===== src/rtl/sweep_sequencer_pkg.sv =====
// -----------------------------------------------------------------------------
// sweep_sequencer_pkg
// Shared constants and types for the environment write-back sweep.
//   DEF_*        : default grid size and settle window (640x480 screen, 4x4
//                  pixel cells -> 160x120 grid)
//   sweep_state_t: sequencer state encoding
//   cnt_width()  : width of the settle down-counter for a given window
// -----------------------------------------------------------------------------
package sweep_sequencer_pkg;

  localparam int unsigned DEF_X_MAX         = 159;  // (640 >> 2) - 1
  localparam int unsigned DEF_Y_MAX         = 119;  // (480 >> 2) - 1
  localparam int unsigned DEF_X_BITS        = 8;
  localparam int unsigned DEF_Y_BITS        = 7;
  localparam int unsigned DEF_SETTLE_CYCLES = 2;

  typedef enum logic [1:0] {
    IDLE   = 2'd0,
    SETTLE = 2'd1,
    WRITE  = 2'd2,
    DONE   = 2'd3
  } sweep_state_t;

  // A one-cycle window still needs a 1-bit counter that only ever holds 0.
  function automatic int unsigned cnt_width(input int unsigned settle);
    return (settle > 1) ? $clog2(settle) : 1;
  endfunction

endpackage


===== src/rtl/sweep_sequencer_key_edge_sync.sv =====
// -----------------------------------------------------------------------------
// key_edge_sync
// Two-flop synchroniser for an active-low push button, followed by a
// falling-edge detector (one-cycle pulse per press).
//   i_clk   : clock
//   i_rst   : synchronous active-high reset
//   i_key_n : raw button, low while pressed
//   o_fall  : one-cycle pulse on each synchronised press
// -----------------------------------------------------------------------------
module key_edge_sync (
  input  logic i_clk,
  input  logic i_rst,
  input  logic i_key_n,
  output logic o_fall
);

  logic r_meta;
  logic r_sync;
  logic r_prev;

  // Flops reset to the released level so that leaving reset never looks
  // like a press.
  always_ff @(posedge i_clk) begin
    if (i_rst) begin
      r_meta <= 1'b1;
      r_sync <= 1'b1;
      r_prev <= 1'b1;
    end else begin
      // NOTE: non-blocking assignments make each flop sample the previous
      // stage's old value, which is what builds the shift chain.
      r_meta <= i_key_n;
      r_sync <= r_meta;
      r_prev <= r_sync;
    end
  end

  assign o_fall = r_prev & ~r_sync;

endmodule


===== src/rtl/sweep_sequencer.sv =====
// -----------------------------------------------------------------------------
// sweep_sequencer
// Walks writeLoc over every grid cell in raster order once per game tick,
// holding each cell for a settle window before a one-cycle write_flag.
//   newLocClock : clock (rising edge)
//   RESET_SIM   : synchronous active-high reset
//   game_tick   : slow tick level; a sweep starts on its rising edge
//   RUN         : high when not in setup mode; low aborts a sweep
//   KEY_PAUSE   : raw active-low button; each press toggles pause
//   writeLoc_x/y: current write cell
//   write_flag  : commit strobe for the current cell
//   hold_locs   : coordinates must not change (IDLE, SETTLE, WRITE)
//   sweep_busy  : sweep in progress, including the DONE cycle
//   sweep_done  : one-cycle pulse after the last cell's write
//   paused      : current pause state
//   overrun     : sticky; a tick arrived while busy
//   frame_count : completed sweeps, wraps modulo 2^16
// -----------------------------------------------------------------------------
module sweep_sequencer
  import sweep_sequencer_pkg::*;
#(
  parameter int unsigned X_MAX         = DEF_X_MAX,
  parameter int unsigned Y_MAX         = DEF_Y_MAX,
  parameter int unsigned X_BITS        = DEF_X_BITS,
  parameter int unsigned Y_BITS        = DEF_Y_BITS,
  parameter int unsigned SETTLE_CYCLES = DEF_SETTLE_CYCLES
) (
  input  logic              newLocClock,
  input  logic              RESET_SIM,
  input  logic              game_tick,
  input  logic              RUN,
  input  logic              KEY_PAUSE,
  output logic [X_BITS-1:0] writeLoc_x,
  output logic [Y_BITS-1:0] writeLoc_y,
  output logic              write_flag,
  output logic              hold_locs,
  output logic              sweep_busy,
  output logic              sweep_done,
  output logic              paused,
  output logic              overrun,
  output logic [15:0]       frame_count
);

  localparam int unsigned             CNT_BITS = cnt_width(SETTLE_CYCLES);
  localparam logic [CNT_BITS-1:0]     CNT_LOAD = CNT_BITS'(SETTLE_CYCLES - 1);
  localparam logic [X_BITS-1:0]       X_LAST   = X_BITS'(X_MAX);
  localparam logic [Y_BITS-1:0]       Y_LAST   = Y_BITS'(Y_MAX);

  sweep_state_t        r_state;
  logic [X_BITS-1:0]   r_x;
  logic [Y_BITS-1:0]   r_y;
  logic [CNT_BITS-1:0] r_cnt;
  logic                r_tick_q;
  logic                r_paused;
  logic                r_overrun;
  logic [15:0]         r_frame;

  sweep_state_t        w_state_nxt;
  logic [X_BITS-1:0]   w_x_nxt;
  logic [Y_BITS-1:0]   w_y_nxt;
  logic [CNT_BITS-1:0] w_cnt_nxt;
  logic [15:0]         w_frame_nxt;
  logic                w_overrun_nxt;
  logic                w_write;
  logic                w_done;
  logic                w_hold;
  logic                w_busy;
  logic                w_tick_rise;
  logic                w_key_fall;

  key_edge_sync u_pause_key (
    .i_clk   (newLocClock),
    .i_rst   (RESET_SIM),
    .i_key_n (KEY_PAUSE),
    .o_fall  (w_key_fall)
  );

  // game_tick comes from clock_cutter in the same clock domain, so a single
  // history flop is enough for edge detection.
  assign w_tick_rise = game_tick & ~r_tick_q;

  always_comb begin
    // NOTE: every signal driven here gets a default first; a path that
    // leaves one unassigned would infer a latch.
    w_state_nxt = r_state;
    w_x_nxt     = r_x;
    w_y_nxt     = r_y;
    w_cnt_nxt   = r_cnt;
    w_frame_nxt = r_frame;
    w_write     = 1'b0;
    w_done      = 1'b0;
    w_hold      = 1'b1;
    w_busy      = 1'b1;

    unique case (r_state)
      IDLE: begin
        w_busy = 1'b0;
        // Ticks seen while paused or in setup are simply dropped.
        if (w_tick_rise && RUN && !r_paused) begin
          w_x_nxt     = '0;
          w_y_nxt     = '0;
          w_cnt_nxt   = CNT_LOAD;
          w_state_nxt = SETTLE;
        end
      end

      SETTLE: begin
        if (!RUN) begin
          w_x_nxt     = '0;
          w_y_nxt     = '0;
          w_state_nxt = IDLE;
        end else if (r_cnt == '0) begin
          w_state_nxt = WRITE;
        end else begin
          w_cnt_nxt = r_cnt - CNT_BITS'(1);
        end
      end

      WRITE: begin
        if (!RUN) begin
          // Aborted sweep: no commit for this cell, no frame counted.
          w_x_nxt     = '0;
          w_y_nxt     = '0;
          w_state_nxt = IDLE;
        end else begin
          w_write = 1'b1;
          if (r_x == X_LAST && r_y == Y_LAST) begin
            w_state_nxt = DONE;
          end else begin
            if (r_x == X_LAST) begin
              w_x_nxt = '0;
              w_y_nxt = r_y + Y_BITS'(1);
            end else begin
              w_x_nxt = r_x + X_BITS'(1);
            end
            w_cnt_nxt   = CNT_LOAD;
            w_state_nxt = SETTLE;
          end
        end
      end

      DONE: begin
        w_hold      = 1'b0;
        w_done      = 1'b1;
        w_frame_nxt = r_frame + 16'd1;
        w_x_nxt     = '0;
        w_y_nxt     = '0;
        w_state_nxt = IDLE;
      end

      default: begin
        w_state_nxt = IDLE;
      end
    endcase

    // DONE still counts as busy, so a tick landing there is an overrun.
    w_overrun_nxt = r_overrun | (w_tick_rise & w_busy);
  end

  always_ff @(posedge newLocClock) begin
    if (RESET_SIM) begin
      r_state   <= IDLE;
      r_x       <= '0;
      r_y       <= '0;
      r_cnt     <= '0;
      r_tick_q  <= 1'b0;
      r_paused  <= 1'b0;
      r_overrun <= 1'b0;
      r_frame   <= '0;
    end else begin
      r_state   <= w_state_nxt;
      r_x       <= w_x_nxt;
      r_y       <= w_y_nxt;
      r_cnt     <= w_cnt_nxt;
      r_tick_q  <= game_tick;
      r_paused  <= r_paused ^ w_key_fall;
      r_overrun <= w_overrun_nxt;
      r_frame   <= w_frame_nxt;
    end
  end

  // Strobes are masked while RESET_SIM is asserted so that a reset landing
  // on a WRITE or DONE cycle never commits a cell or counts a frame
  // downstream.
  assign write_flag  = w_write & ~RESET_SIM;
  assign sweep_done  = w_done & ~RESET_SIM;
  assign sweep_busy  = w_busy & ~RESET_SIM;
  assign hold_locs   = w_hold | RESET_SIM;
  assign writeLoc_x  = r_x;
  assign writeLoc_y  = r_y;
  assign paused      = r_paused;
  assign overrun     = r_overrun;
  assign frame_count = r_frame;

endmodule


===== config.mk =====
export PLATFORM = sky130hd
export DESIGN_NAME = sweep_sequencer
export DESIGN_NICKNAME = d
export VERILOG_FILES = /design/src/rtl/sweep_sequencer_pkg.sv /design/src/rtl/sweep_sequencer_key_edge_sync.sv /design/src/rtl/sweep_sequencer.sv
export SDC_FILE = /design/constraint.sdc
export NUM_CORES = 1
export LEC_CHECK = 0
export ABC_CLOCK_PERIOD_IN_PS = 3300
export CAP_MARGIN = 20
export CORE_MARGIN = 5
export CORE_UTILIZATION = 35
export CTS_BUF_LIST = sky130_fd_sc_hd__clkbuf_4 sky130_fd_sc_hd__clkbuf_8
export CTS_CLUSTER_DIAMETER = 150
export CTS_CLUSTER_SIZE = 30
export DETAILED_ROUTE_END_ITERATION = 16
export SLEW_MARGIN = 5
export SYNTH_ARGS = -nofsm -noshare
export SYNTH_HDL_FRONTEND = slang
export SYNTH_SLANG_ARGS = --single-unit

===== constraint.sdc =====
create_clock -name newLocClock -period 3.3 [get_ports newLocClock]
set_input_delay 0.825 -clock newLocClock [delete_from_list [all_inputs] [get_ports newLocClock]]
set_output_delay 0.825 -clock newLocClock [all_outputs]
set_load 0.01 [all_outputs]

# After elaboration in Yosys (flattened, before gate mapping)
# Cells that the tools add are included.
# W data, S select, Z words.
dict set report word_totals {
  output_inout_bits 37
  regBits 40
}
dict set report classes {
  addsub 4
  reduce_logical 10
  n_mux 29
  n_bitwise 12
  n_eq_ne 13
}
# op count
set ops {}
lappend ops {{$mux W8} 5}
lappend ops {{$mux W7} 5}
lappend ops {{$pmux W8 S4} 1}
lappend ops {{$pmux W7 S4} 1}
lappend ops {{$add A16 B1 Y16 const B} 1}
lappend ops {{$mux W1} 10}
lappend ops {{$mux W2} 5}
lappend ops {{$ne A2 B2 Y1 const B} 5}
lappend ops {{$ne A3 B3 Y1 const B} 3}
lappend ops {{$add A8 B1 Y8 const B} 1}
lappend ops {{$eq A8 B8 Y1 const B} 1}
lappend ops {{$pmux W2 S4} 1}
lappend ops {{$add A7 B1 Y7 const B} 1}
lappend ops {{$eq A7 B7 Y1 const B} 1}
lappend ops {{$and A1 B1 Y1} 6}
lappend ops {{$reduce_and A5 Y1} 1}
lappend ops {{$eq A2 B2 Y1 const B} 2}
lappend ops {{$reduce_and A4 Y1} 1}
lappend ops {{$logic_and A1 B1 Y1} 3}
lappend ops {{$not A1 Y1} 3}
lappend ops {{$pmux W1 S3} 1}
lappend ops {{$reduce_and A3 Y1} 1}
lappend ops {{$reduce_bool A3 Y1} 1}
lappend ops {{$eq A2 B1 Y1 const B} 1}
lappend ops {{6 further kinds} 7}

# Depth between registers and ports, before layout
# Gate-level depths: netlist of run 1.
dict set report depth {
  depth_word 6
  depth_mapped 6
  ltp_nobuf 6
}

# By module
# Synthesis of run 1 repeated with hierarchy kept, for this count alone.
dict set report unflattened {
  cells_unflattened 226
  hier_area_um2 1933.1
}
# module area_per_inst_um2 cells_each n_inst
set modules_own_cells {}
lappend modules_own_cells {sweep_sequencer 1848.0 219 1}
lappend modules_own_cells {key_edge_sync 85.1 7 1}

# Worst setup path after synthesis of run 1
# OpenSTA, ideal clock, no wires.
dict set report synth_path {
  path_kind {input -> output}
  from {input RESET_SIM}
  to {output sweep_busy}
  t_arrival_ns 1.457
  slack_ns 1.018
  required_time_ns 2.475
  path_buffers 2
  stages 3
  path_cell_list {clkbuf_1 -> clkbuf_1 -> nor2_1}
}
dict set report synth_via {
  elab_chain_cells 2
}
# element line_no
set synth_lines {}
lappend synth_lines {{start: declaration} sweep_sequencer.sv:29} ;# input logic RESET_SIM,
lappend synth_lines {{$not A1 Y1} sweep_sequencer.sv:187} ;# assign sweep_busy = w_busy & ~RESET_SIM;
lappend synth_lines {{$and A1 B1 Y1} sweep_sequencer.sv:187}
lappend synth_lines {{end: declaration} sweep_sequencer.sv:37} ;# output logic sweep_busy,
# No other way between the ends.

# Worst setup path after layout of run 1
dict set report layout_path {
  from {input RUN}
  to {output write_flag}
}
dict set report layout_via {
  elab_chain_cells 3
}
# element line_no
set layout_lines {}
lappend layout_lines {{start: declaration} sweep_sequencer.sv:31} ;# input logic RUN,
lappend layout_lines {{$mux W1} sweep_sequencer.sv:120} ;# if (!RUN) begin
lappend layout_lines {{$mux W1} sweep_sequencer.sv:95} ;# unique case (r_state)
lappend layout_lines {{$and A1 B1 Y1} sweep_sequencer.sv:185} ;# assign write_flag = w_write & ~RESET_SIM;
lappend layout_lines {{end: declaration} sweep_sequencer.sv:35} ;# output logic write_flag,
# No other way between the ends.

==> results of run 1 <==
==> area by class of cell <==
class	count	area, sq um
Fill cell	502	2690
Multi-Input combinational cell	167	1020
Sequential cell	40	801
Timing Repair Buffer	46	448
Tap cell	70	87.6
Clock buffer	6	82.6
Inverter	9	33.8
Clock inverter	2	10.0
==> power by group through the flow <==
stage / Combinational (mW) / Sequential, mW / Clock [mW]
floorplan: 0.0341 / 0.506 / 0
finish: 0.0561 / 0.496 / 0.334
CTS: 0.0569 / 0.496 / 0.346
detailed placement: 0.0568 / 0.507 / 0
global route: 0.0618 / 0.497 / 0.364
global placement: 0.0565 / 0.507 / 0
==> cell usage after synthesis, types with 3 or more instances <==
master,instances
xnor2_1,13
a311oi_1,6
ha_1,3
or3_1,5
or2_2,4
nand4_1,5
o21ai_0,11
dfxtp_1,40
nand3_1,11
nand2b_1,5
nor2_1,33
inv_1,9
clkbuf_1,6
nor3_1,9
a21oi_1,15
nand2_1,17
xor2_1,3
==> worst max path at each step <==
stage	start	endpoint	slack [ns]	cells past startpoint
after floorplan	RESET_SIM	sweep_busy	1.02	3
after global routing	RUN	write_flag	0.20	4
after global placement	RUN	write_flag	0.26	4
after detailed placement	RUN	write_flag	0.25	4
final	RUN	write_flag	0.28	4
after CTS	RUN	write_flag	0.24	4
==> critical path, stage by stage <==
cell             delay, ns
clkdlybuf4s50_1       0.56
nand3_1               0.12
nor2_1                0.14
clkdlybuf4s50_1       0.55
==> per-stage QoR <==
step | total power [mW] | std cells | utilization | setup WS, ns
finish | 0.886 | 340 | 0.479 | 0.281
global route | 0.922 | 340 | 0.479 | 0.200
global placement | 0.564 | 332 | 0.462 | 0.263
CTS | 0.898 | 340 | 0.479 | 0.242
detailed placement | 0.564 | 332 | 0.462 | 0.249
floorplan | 0.540 | 224 | - | 1.02
==> flip-flops by register name (all words and copies together) (netlist names) <==
register and flops:
frame_count 16, writeLoc_x 8, writeLoc_y 7, r_state 2
overrun 1, paused 1, r_cnt 1, r_tick_q 1
u_pause_key.r_meta 1, u_pause_key.r_prev 1, u_pause_key.r_sync 1
==> routing by layer <==
layer	part of all wire	vias to the layer above	global-route usage
met4	0.014	0	0.0357
li1	-	875	-
met5	0	-	0
met1	0.49	758	0.161
met2	0.43	47	0.199
met3	0.067	7	0.0406
==> logic make-up after synthesis <==
logic type / share of synthesized area
xor+xnor: 0.0744
compound gates: 0.153
buf+inv: 0.0352
simple gates: 0.293
fa+ha+maj: 0.0199
flops: 0.425
==> placed cells by master, fill, tap and decap left out, drive strengths merged, types with 3 or more instances in the layout <==
master	netlist	final
nand4	5	5
clkbuf	6	6
a21oi	16	16
ha	3	3
nand3	11	11
nor2	33	33
nor4	3	3
xnor2	13	13
o21ai	11	11
a311oi	6	6
nor3	10	10
a211oi	3	3
clkdlybuf4s50	0	41
buf	2	5
or3	5	5
inv	9	9
nand2	17	17
xor2	3	3
nand2b	5	5
dfxtp	40	40
or2	4	4
==> run metrics, run 1 <==
reg2reg setup slack 1.26 ns; num rows 26; CP max FO 5; Yosys warnings 0; vias in the first global route 1633; Post-CTS Setup Inserts 0; Syn Nets 232; CTS sink count 40; final instance area 2480 sq um; CP arrival 2.19 ns; IO Port Bufs 41; largest net degree at the start of global routing 18; layout cells sized above 1 0.0926; DR iter-0 viols 62; Gate power share 0.063; Avg Inst Size Synth 8.41 sq um; First-pass DRT Iterations 4; CTS HTree Levels 2; top-area cell type share of the netlist area 0.425; Reg-to-Reg End writeLoc_x[5]$_SDFFE_PP0P_; Placement Cell Area 2390 sq um; hold path startpoint u_pause_key.r_meta$_SDFF_PP1_; Sw Share 0.229; DR WL/cell 12.5 um; # setup viols final 0; WHS Endpoint u_pause_key.r_sync$_SDFF_PP1_; gr ovfl total 0; WS Path Type input pin to output port; total negative slack 0 ns; hold violation count in the final report 0; Top FF cell, synth dfxtp_1; routed via count 1687; Seq cells post-synth 40; P per Cell Area 357 nW/um^2; post-synth top area cell dfxtp_1; final WL 4240 um; synth top area cells dfxtp_1, nor2_1, xnor2_1, a21oi_1, nand2_1; RSZ-0062 raised after global routing false; Cell Area, Synth 1880 sq um; Layout Skew 0.00667 ns; Avg Vias per Cell 4.96; Die Y 83.4 um; Detail Route Antenna Nets 0; worst-margin pin slew 0.488 ns; fin nets 277; clock power share 0.377; initial core utilization 0.364; Area Overhead vs Synth 31.6%; HPWL after DPL 3140 um; Max VDD drop 0.126 mV; register area share after synthesis 0.425; Post-route DRC 0; Data required, critical path 2.47 ns; worst hold path type register to register; Reg clk slew, reported paths 0.08 ns; Worst R2R Path Depth 6; Async S/R FF share, synth 0; GRT Total Usage 0.125; CTS Buffer Depth 2; status completed; Seq pwr share 0.560; PostCTS Resize Cnt 0; CTS root buf clkbuf_8; internal power 0.683 mW; Pleak 0.821 nW; core footprint 5170 sq um; worst-skew pair later-pin latency 0.29 ns; kind of start point of the critical path input pin; max cap viols 0; worst hold slack 0.417 ns; Final Critical Period 3.02 ns; Cells after Synth 224; FF-to-FF Start writeLoc_y[0]$_SDFFE_PP0P_; Peak Freq 331 MHz; initial antenna violation count 0; hold_buf cts 0; I/O pin total 42; die span in x 83.4 um; max-slew violation count 0; CTS tree built; Net Sw Power 0.203 mW; n_diodes 0; max_slew headroom 0.666; worst hold stages 1; CTS Buf Count 5; Setup crit end kind output port; GPL Wtd Cong 0.796; first-pass GRT wire length 7310 um; Cell variety after synth 39; final period utilization 0.915; die area 6950 sq um; EDFF count, synth 0
Power figures use the tool's default switching activity.
==> inputs of run 2 (changes only) <==
CORE_UTILIZATION = 56   (was 35)
PLACE_DENSITY = 0.87   (was unset)
SETUP_SLACK_MARGIN = 0.2   (was unset)
==> run 2 against run 1 <==
Design area fell by 2.3%; final cell count down 7.4%; first-iteration DRC count is 82% higher; global-route usage is 8.0 points higher; power down 7.0%; worst setup slack worse by 0.011 ns; count of clock-buffer cells in the layout increased by 1; register-to-register slack better by 0.04 ns; critical path type unchanged; clock power down 19%; combinational power is 0.7% higher.
==> run metrics, run 2 (synthesis results as in run 1) <==
status completed (unchanged); RSZ-0062 raised after global routing false (unchanged); pre-CTS WS 0.276 ns (was 0.249 ns); max-slew violation count 0 (unchanged); M1 GR Usage 0.255 (was 0.161); CTS HTree Levels 2 (unchanged); CTS Buffer Depth 2 (unchanged); worst hold path type register to register (unchanged); commonest non-fill, non-tap cells in the layout clkdlybuf4s50_1, dfxtp_1, nor2_1 (unchanged); CTS root buf clkbuf_4 (was clkbuf_8); Detail Route Antenna Nets 0 (unchanged); Layout Skew 0.00426 ns (was 0.00667 ns); First-pass DRT Iterations 4 (unchanged); CP arrival 2.21 ns (was 2.19 ns); kind of start point of the critical path input pin (unchanged); Data required, critical path 2.47 ns (about the same); Post-route DRC 0 (unchanged); Peak Freq 330 MHz (was 331 MHz); n_diodes 0 (unchanged); final worst slack 0.270 ns (was 0.281 ns); hold violation count in the final report 0 (unchanged); die area 4620 sq um (was 6950 sq um); DR iter-0 viols 113 (was 62); worst hold stages 1 (unchanged); GRT Total Usage 0.205 (was 0.125); Max VDD drop 0.222 mV (was 0.126 mV); Die Y 68.0 um (was 83.4 um); PostCTS Resize Cnt 0 (unchanged); Final Critical Period 3.03 ns (was 3.02 ns); max cap viols 0 (unchanged); fin nets 277 (unchanged); Reg-to-Reg End writeLoc_x[5]$_SDFFE_PP0P_ (unchanged); initial core utilization 0.574 (was 0.364); Setup crit end kind output port (unchanged); Post-CTS Setup Inserts 0 (unchanged); FF-to-FF Start writeLoc_y[0]$_SDFFE_PP0P_ (unchanged); gr ovfl total 0 (unchanged); initial antenna violation count 0 (unchanged); max incr delay on CP 0.56 ns (about the same); largest net degree at the start of global routing 19 (was 18); die span in x 68.0 um (was 83.4 um); Worst R2R Path Depth 6 (unchanged); final WL 4240 um (about the same); hold_buf cts 0 (unchanged); first-pass GRT wire length 7210 um (was 7310 um); CTS tree built (unchanged); num rows 21 (was 26); WHS Endpoint u_pause_key.r_sync$_SDFF_PP1_ (unchanged); Worst Path Buf+Inv 2 (unchanged); WS Path Type input pin to output port (unchanged); layout cells sized above 1 0.0892 (was 0.0926); vias in the first global route 1643 (was 1633); Avg Vias per Cell 5.50 (was 4.96); core footprint 3280 sq um (was 5170 sq um); GR Layer Usage met2 0.327 (was 0.199); routed via count 1734 (was 1687); max_slew headroom 0.665 (was 0.666); P per Cell Area 340 nW/um^2 (was 357 nW/um^2); busiest grt layer met2 (unchanged); Pleak 0.807 nW (was 0.821 nW); GPL Wtd Cong 0.799 (was 0.796); most common cell after layout, fill and taps aside clkdlybuf4s50_1 (unchanged); crit-path cells clkdlybuf4s50_1 -> nand3_1 -> nor2_1 -> clkdlybuf4s50_1 (unchanged); Reg clk slew, reported paths 0.11 ns (was 0.08 ns); DR WL/cell 13.5 um (was 12.5 um); Area Overhead vs Synth 28.6% (was 31.6%); met3 global-route usage 0.0591 (was 0.0406); HPWL after DPL 3060 um (was 3140 um); worst-skew pair later-pin latency 0.34 ns (was 0.29 ns); hold path startpoint u_pause_key.r_meta$_SDFF_PP1_ (unchanged); final period utilization 0.918 (was 0.915); # setup viols final 0 (unchanged); total negative slack 0 ns (unchanged); reg2reg setup slack 1.30 ns (was 1.26 ns); IO Port Bufs 41 (unchanged); cell mode on critical path clkdlybuf4s50_1 (unchanged); CP max FO 5 (unchanged); max reg flops 16 (unchanged); fillers 261 (was 502); CTS Buf Count 5 (unchanged); worst-margin pin slew 0.490 ns (was 0.488 ns); CTS sink count 40 (unchanged); CP max stage cell clkdlybuf4s50_1 (unchanged); I/O pin total 42 (unchanged); delay-heaviest family, CP buffers and inverters (unchanged)
-- run 2: area by class of cell --
type                    count  area [sq um]  share of cell area
multi-input cells         167          1020               0.420
clock buffers               7          65.1              0.0269
inverters                   9          33.8              0.0139
flip-flops and latches     40           801               0.331
repair buffers             46           448               0.185
well taps                  46          57.6              0.0238
-- run 2: layer usage --
layer	share of wire	wire length, um
met1	0.45	1910
met2	0.48	2050
met3	0.048	205
met4	0.018	75
met5	0	0
-- run 2: where the power goes --
group | leakage, nW | switching [mW] | internal, mW
clock network | 0.0374 | 0.150 | 0.121
logic | 0.446 | 0.0297 | 0.0268
registers | 0.324 | 0.00658 | 0.489
-- run 2: worst max path at each step --
stage,depth (start not counted),to,start
5_1_grt,4,write_flag,RUN
3_5_place_dp,4,write_flag,RUN
2_1_floorplan,3,sweep_busy,RESET_SIM
3_3_place_gp,4,write_flag,RUN
6_report,4,write_flag,RUN
4_1_cts,4,write_flag,RUN
-- run 2: stage by stage --
| stage | std cells | power (mW) | util | area [sq um] | hold WS, ns |
|---|---|---|---|---|---|
| after global routing | 315 | 0.863 | 0.738 | 2420 | 0.456 |
| after floorplan | 224 | 0.540 | - | 1880 | 0.389 |
| after detailed placement | 308 | 0.563 | 0.718 | 2360 | 0.398 |
| after global placement | 308 | 0.561 | 0.718 | 2360 | 0.394 |
| after CTS | 315 | 0.828 | 0.738 | 2420 | 0.424 |
| final | 315 | 0.824 | 0.738 | 2420 | 0.420 |
==> inputs of run 3 (changes only) <==
SLEW_MARGIN = 30   (was 5)
==> results of run 3 <==
The final DEF is identical to that of run 2; final timing and power are the same.
==> patch 1 (settings of run 1) <==
`DEF_X_BITS`: 8 -> 6.
--- a/src/rtl/sweep_sequencer_pkg.sv
+++ b/src/rtl/sweep_sequencer_pkg.sv
@@ -12,3 +12,3 @@
   localparam int unsigned DEF_Y_MAX         = 119;  // (480 >> 2) - 1
-  localparam int unsigned DEF_X_BITS        = 8;
+  localparam int unsigned DEF_X_BITS        = 6;
   localparam int unsigned DEF_Y_BITS        = 7;
Ports: changed (resized writeLoc_x); port bits go from 42 to 40. No check against the original RTL was run, so the function may have changed too.
==> patch 1 against run 1 <==
  * Sequential cell count decreased by 2
  * Wire length decreased by 3.4%
  * Total power increased by 6.9%
  * Sequential power decreased by 4.2%
  * Area after synthesis decreased by 2.4%
  * Non-clock buffer count decreased by 3
  * Worst setup slack got worse by 78 ps
  * Highest routed layer unchanged
  * Cell area decreased by 1.5%
  * Clock power increased by 21%
==> patch 1: results <==
export IMPL_whs_ps=411
export IMPL_finClkSkew_ps=9.38
export IMPL_syn_nets=213
export IMPL_rr_worst_depth=6
export IMPL_final_nets=259
export IMPL_crit_arrival_ps=2270
export IMPL_critical_path_slowest_cell="clkdlybuf4s50_1"
export IMPL_synth_common_cells="dfxtp_1 (38), nor2_1 (25), nand2_1 (15), a21oi_1 (13)"
export IMPL_status="completed"
export IMPL_gp_congestion=0.778
export IMPL_fin_setup_tns_ps=0
export IMPL_r2r_start="writeLoc_x[0]"
export IMPL_ys_seq_area_share_pct=41.4
export IMPL_synth_distinct_cells=49
export IMPL_grt_pass1_vias=1441
export IMPL_reg2reg_to="writeLoc_x[2]"
export IMPL_synth_area_leaders="dfxtp_1 (41%), nor2_1 (5.1%), xnor2_1 (4.8%)"
export IMPL_antenna_cells=0
export IMPL_cts_buffer_depth=2
export IMPL_post_cts_resized=0
export IMPL_dp_cells=314
export IMPL_io_buffers=39
export IMPL_synthFlopType="dfxtp_1"
export IMPL_crit_path_max_incr_delay_ps=560
export IMPL_path_delay_family="buffers and inverters"
export IMPL_leakage_nw=0.890
export IMPL_drive_gt1_share_pct=14.3
export IMPL_clkTransAtPathRegs_ps=80
export IMPL_grt_first_pass_wirelength_um=6800
export IMPL_cp_max_fo=8
export IMPL_tightest_slew_ps=390
export IMPL_fin_cells=322
export IMPL_wl_per_cell_um=12.7
export IMPL_r2r_setup_slack_ps=1450
export IMPL_place_ws_ps=213
export IMPL_hold_start="u_pause_key.r_meta"
export IMPL_cts_root_buf="clkbuf_8"
export IMPL_dr_pass1_iters=4
export IMPL_avgSynthCellArea_um2=8.97
export IMPL_drt_initial_drc_count=61
export IMPL_ir_drop_uv=178
export IMPL_maxCapViolCount=0
export IMPL_drc=0
export IMPL_grt_max_degree=26
export IMPL_via_count=1568
export IMPL_hp_class="register to register"
export IMPL_synth_warnings=0
export IMPL_track_usage_pct=13.0
export IMPL_dp_hpwl_um=3010
export IMPL_cts_buffers=5
patch 1: cell count changes in the layout (fill, tap and decap cells not counted), moves of 3 or more:
cell / run 1 / this run
nor3_1: 9 / 3
a311oi_1: 6 / 1
nor2_1: 33 / 25
and3_1: 2 / 7
nand4_1: 5 / 2
a31oi_1: 0 / 3
xnor2_1: 13 / 10
patch 1: routing by layer:
layer	GRT usage [%]	vias to the layer above	wire length [um]
met5	0	-	0
met4	4.41	0	51
met3	4.66	7	289
met2	19.2	42	1680
met1	17.6	708	2070
li1	-	811	-
patch 1: worst max path at each step:
stage               cells after the start      start          to  slack (ps)
floorplan                               3  RESET_SIM  sweep_busy        1040
global placement                        5  RESET_SIM  write_flag         230
detailed placement                      5  RESET_SIM  write_flag         210
CTS                                     5  RESET_SIM  write_flag         210
global route                            5  RESET_SIM  write_flag         150
finish                                  5  RESET_SIM  write_flag         200
patch 1: kinds of logic after synthesis:
family / after synthesis / synth area share, %
compound gates: 40 / 15.8
xor+xnor: 13 / 6.19
fa+ha+maj: 3 / 2.04
buf+inv: 12 / 2.65
flops: 38 / 41.4
mux: 1 / 0.544
simple gates: 98 / 31.4
patch 1: area by class of cell:
class | instances | area [um^2]
Clock buffer | 7 | 83.8
Clock inverter | 1 | 30.0
Fill cell | 519 | 2670
Inverter | 8 | 30.0
Multi-Input combinational cell | 155 | 1030
Sequential cell | 38 | 761
Tap cell | 70 | 87.6
Timing Repair Buffer | 43 | 420
patch 1: metrics by stage:
step | power, mW | cell area, um^2
global route | 0.984 | 2440
global placement | 0.553 | 2330
floorplan | 0.525 | 1840
CTS | 0.958 | 2440
detailed placement | 0.553 | 2330
finish | 0.947 | 2440
patch 1: power breakdown:
group	internal [mW]	switching (mW)	leakage, nW
clock network	0.243	0.162	0.0593
registers	0.467	0.00826	0.308
logic	0.0357	0.0320	0.523
==> patch 2 (settings of run 1) <==
Made on the original files. Register the inputs `game_tick`, `RUN` and `KEY_PAUSE` before use, cleared by the reset. The logic sees them one clock later.
--- a/src/rtl/sweep_sequencer.sv
+++ b/src/rtl/sweep_sequencer.sv
@@ -48,2 +48,18 @@
 
+  logic game_tick_q;
+  logic RUN_q;
+  logic KEY_PAUSE_q;
+
+  always_ff @(posedge newLocClock) begin
+    if (RESET_SIM) begin
+      game_tick_q <= '0;
+      RUN_q       <= '0;
+      KEY_PAUSE_q <= '0;
+    end else begin
+      game_tick_q <= game_tick;
+      RUN_q       <= RUN;
+      KEY_PAUSE_q <= KEY_PAUSE;
+    end
+  end
+
   sweep_state_t        r_state;
@@ -73,3 +89,3 @@
     .i_rst   (RESET_SIM),
-    .i_key_n (KEY_PAUSE),
+    .i_key_n (KEY_PAUSE_q),
     .o_fall  (w_key_fall)
@@ -79,3 +95,3 @@
   // history flop is enough for edge detection.
-  assign w_tick_rise = game_tick & ~r_tick_q;
+  assign w_tick_rise = game_tick_q & ~r_tick_q;
 
@@ -98,3 +114,3 @@
         // Ticks seen while paused or in setup are simply dropped.
-        if (w_tick_rise && RUN && !r_paused) begin
+        if (w_tick_rise && RUN_q && !r_paused) begin
           w_x_nxt     = '0;
@@ -107,3 +123,3 @@
       SETTLE: begin
-        if (!RUN) begin
+        if (!RUN_q) begin
           w_x_nxt     = '0;
@@ -119,3 +135,3 @@
       WRITE: begin
-        if (!RUN) begin
+        if (!RUN_q) begin
           // Aborted sweep: no commit for this cell, no frame counted.
@@ -174,3 +190,3 @@
       r_cnt     <= w_cnt_nxt;
-      r_tick_q  <= game_tick;
+      r_tick_q  <= game_tick_q;
       r_paused  <= r_paused ^ w_key_fall;
Behaviour: not the same (Yosys sat finds a counterexample within 4 cycles, from zero or initial values and one cycle with RESET_SIM high).
==> patch 2 against run 1 <==
  * Total power grew 9.7%
  * Sequential share of layout area grew 0.10 points
  * Utilization shrank 0.55 points
  * Combinational power shrank 29%
  * Area after synthesis grew 9.0%
  * Worst setup slack lost 100 ps
  * Final cell count grew 4.7%
  * Sequential cell count grew 3
  * Die area grew 7.9%
  * Global-route usage grew 1.1 points
  * Non-clock buffer count grew 1
  * Cell area grew 7.2%
  * Wire length grew 12%
  * Largest cell class unchanged
  * Largest power group unchanged
==> patch 2: results <==
export IMPL_hp_class="register to register"
export IMPL_crit_arrival_ps=2300
export IMPL_place_ws_ps=156
export IMPL_synth_area_leaders="dfxtp_1 (42%), a21oi_1 (4.1%), nor2_1 (3.3%)"
export IMPL_final_nets=292
export IMPL_avgSynthCellArea_um2=8.52
export IMPL_dp_cells=349
export IMPL_ir_drop_uv=267
export IMPL_design_area_um2=2660
export IMPL_synthArstFlopShare_pct=0
export IMPL_r2r_start="writeLoc_x[0]"
export IMPL_via_count=1869
export IMPL_finClkSkew_ps=5.83
export IMPL_synth_distinct_cells=48
export IMPL_fillerInstances=577
export IMPL_ys_seq_area_share_pct=41.9
export IMPL_cts_buffer_depth=2
export IMPL_gp_congestion=0.749
export IMPL_grt_pass1_vias=1812
export IMPL_tightest_slew_ps=708
export IMPL_drt_wl_total_um=4740
export IMPL_cp_max_fo=5
export IMPL_dp_hpwl_um=3380
export IMPL_grt_max_degree=25
export IMPL_drt_initial_drc_count=74
export IMPL_status="completed"
export IMPL_cp_startpoint="RESET_SIM"
export IMPL_drive_gt1_share_pct=9.51
export IMPL_track_usage_pct=13.6
export IMPL_leakage_nw=0.841
export IMPL_syn_nets=249
patch 2: per-layer routing:
layer	wire [um]	share of wire, %	track usage (%)
met4	87	1.8	5.95
met3	204	4.3	3.04
met5	0	0	0
met1	2240	47	17.0
met2	2210	47	22.4
patch 2: final timing paths:
kind | end | slack [ps] | cells after the start
setup reg to reg | writeLoc_y[3] | 1240 | 5
hold reg to reg | u_pause_key.r_sync | 410 | 1
hold / removal | u_pause_key.r_sync | 410 | 1
setup / recovery | sweep_done | 180 | 4
patch 2: logic make-up after synthesis:
| kind of cell | after synthesis | share of synthesized area (%) |
|---|---|---|
| AND/OR/NAND/NOR | 104 | 29.6 |
| AO/OA/AOI/OAI | 57 | 17.6 |
| flip-flops | 43 | 41.9 |
| buffers and inverters | 24 | 4.69 |
| XOR/XNOR | 9 | 3.84 |
| adder cells (fa/ha/maj) | 3 | 1.83 |
| multiplexers | 1 | 0.548 |
patch 2: metrics by stage:
stage	hold WS (ps)	total power [mW]
after floorplan	389	0.565
after global placement	396	0.582
after detailed placement	399	0.582
after CTS	418	0.988
after global routing	440	1.01
final	413	0.972
patch 2: worst max-delay path, stage by stage:
cell and delay (ps):
clkdlybuf4s50_1 510, or2_2 370, inv_1 60, clkdlybuf4s50_1 530
patch 2: cell type report:
type	instances	share of cell area, %
multi-input cells	174	41.2
flip-flops and latches	43	32.4
repair buffers	47	17.1
well taps	72	3.39
clock buffers	6	2.87
inverters	13	1.84
clock inverters	1	1.13
patch 2: report_power, final:
part           total (mW)  leakage, nW  internal (mW)  switching [mW]
registers           0.530        0.348          0.525         0.00480
clock network       0.402       0.0547          0.230           0.172
logic              0.0401        0.438         0.0196          0.0205
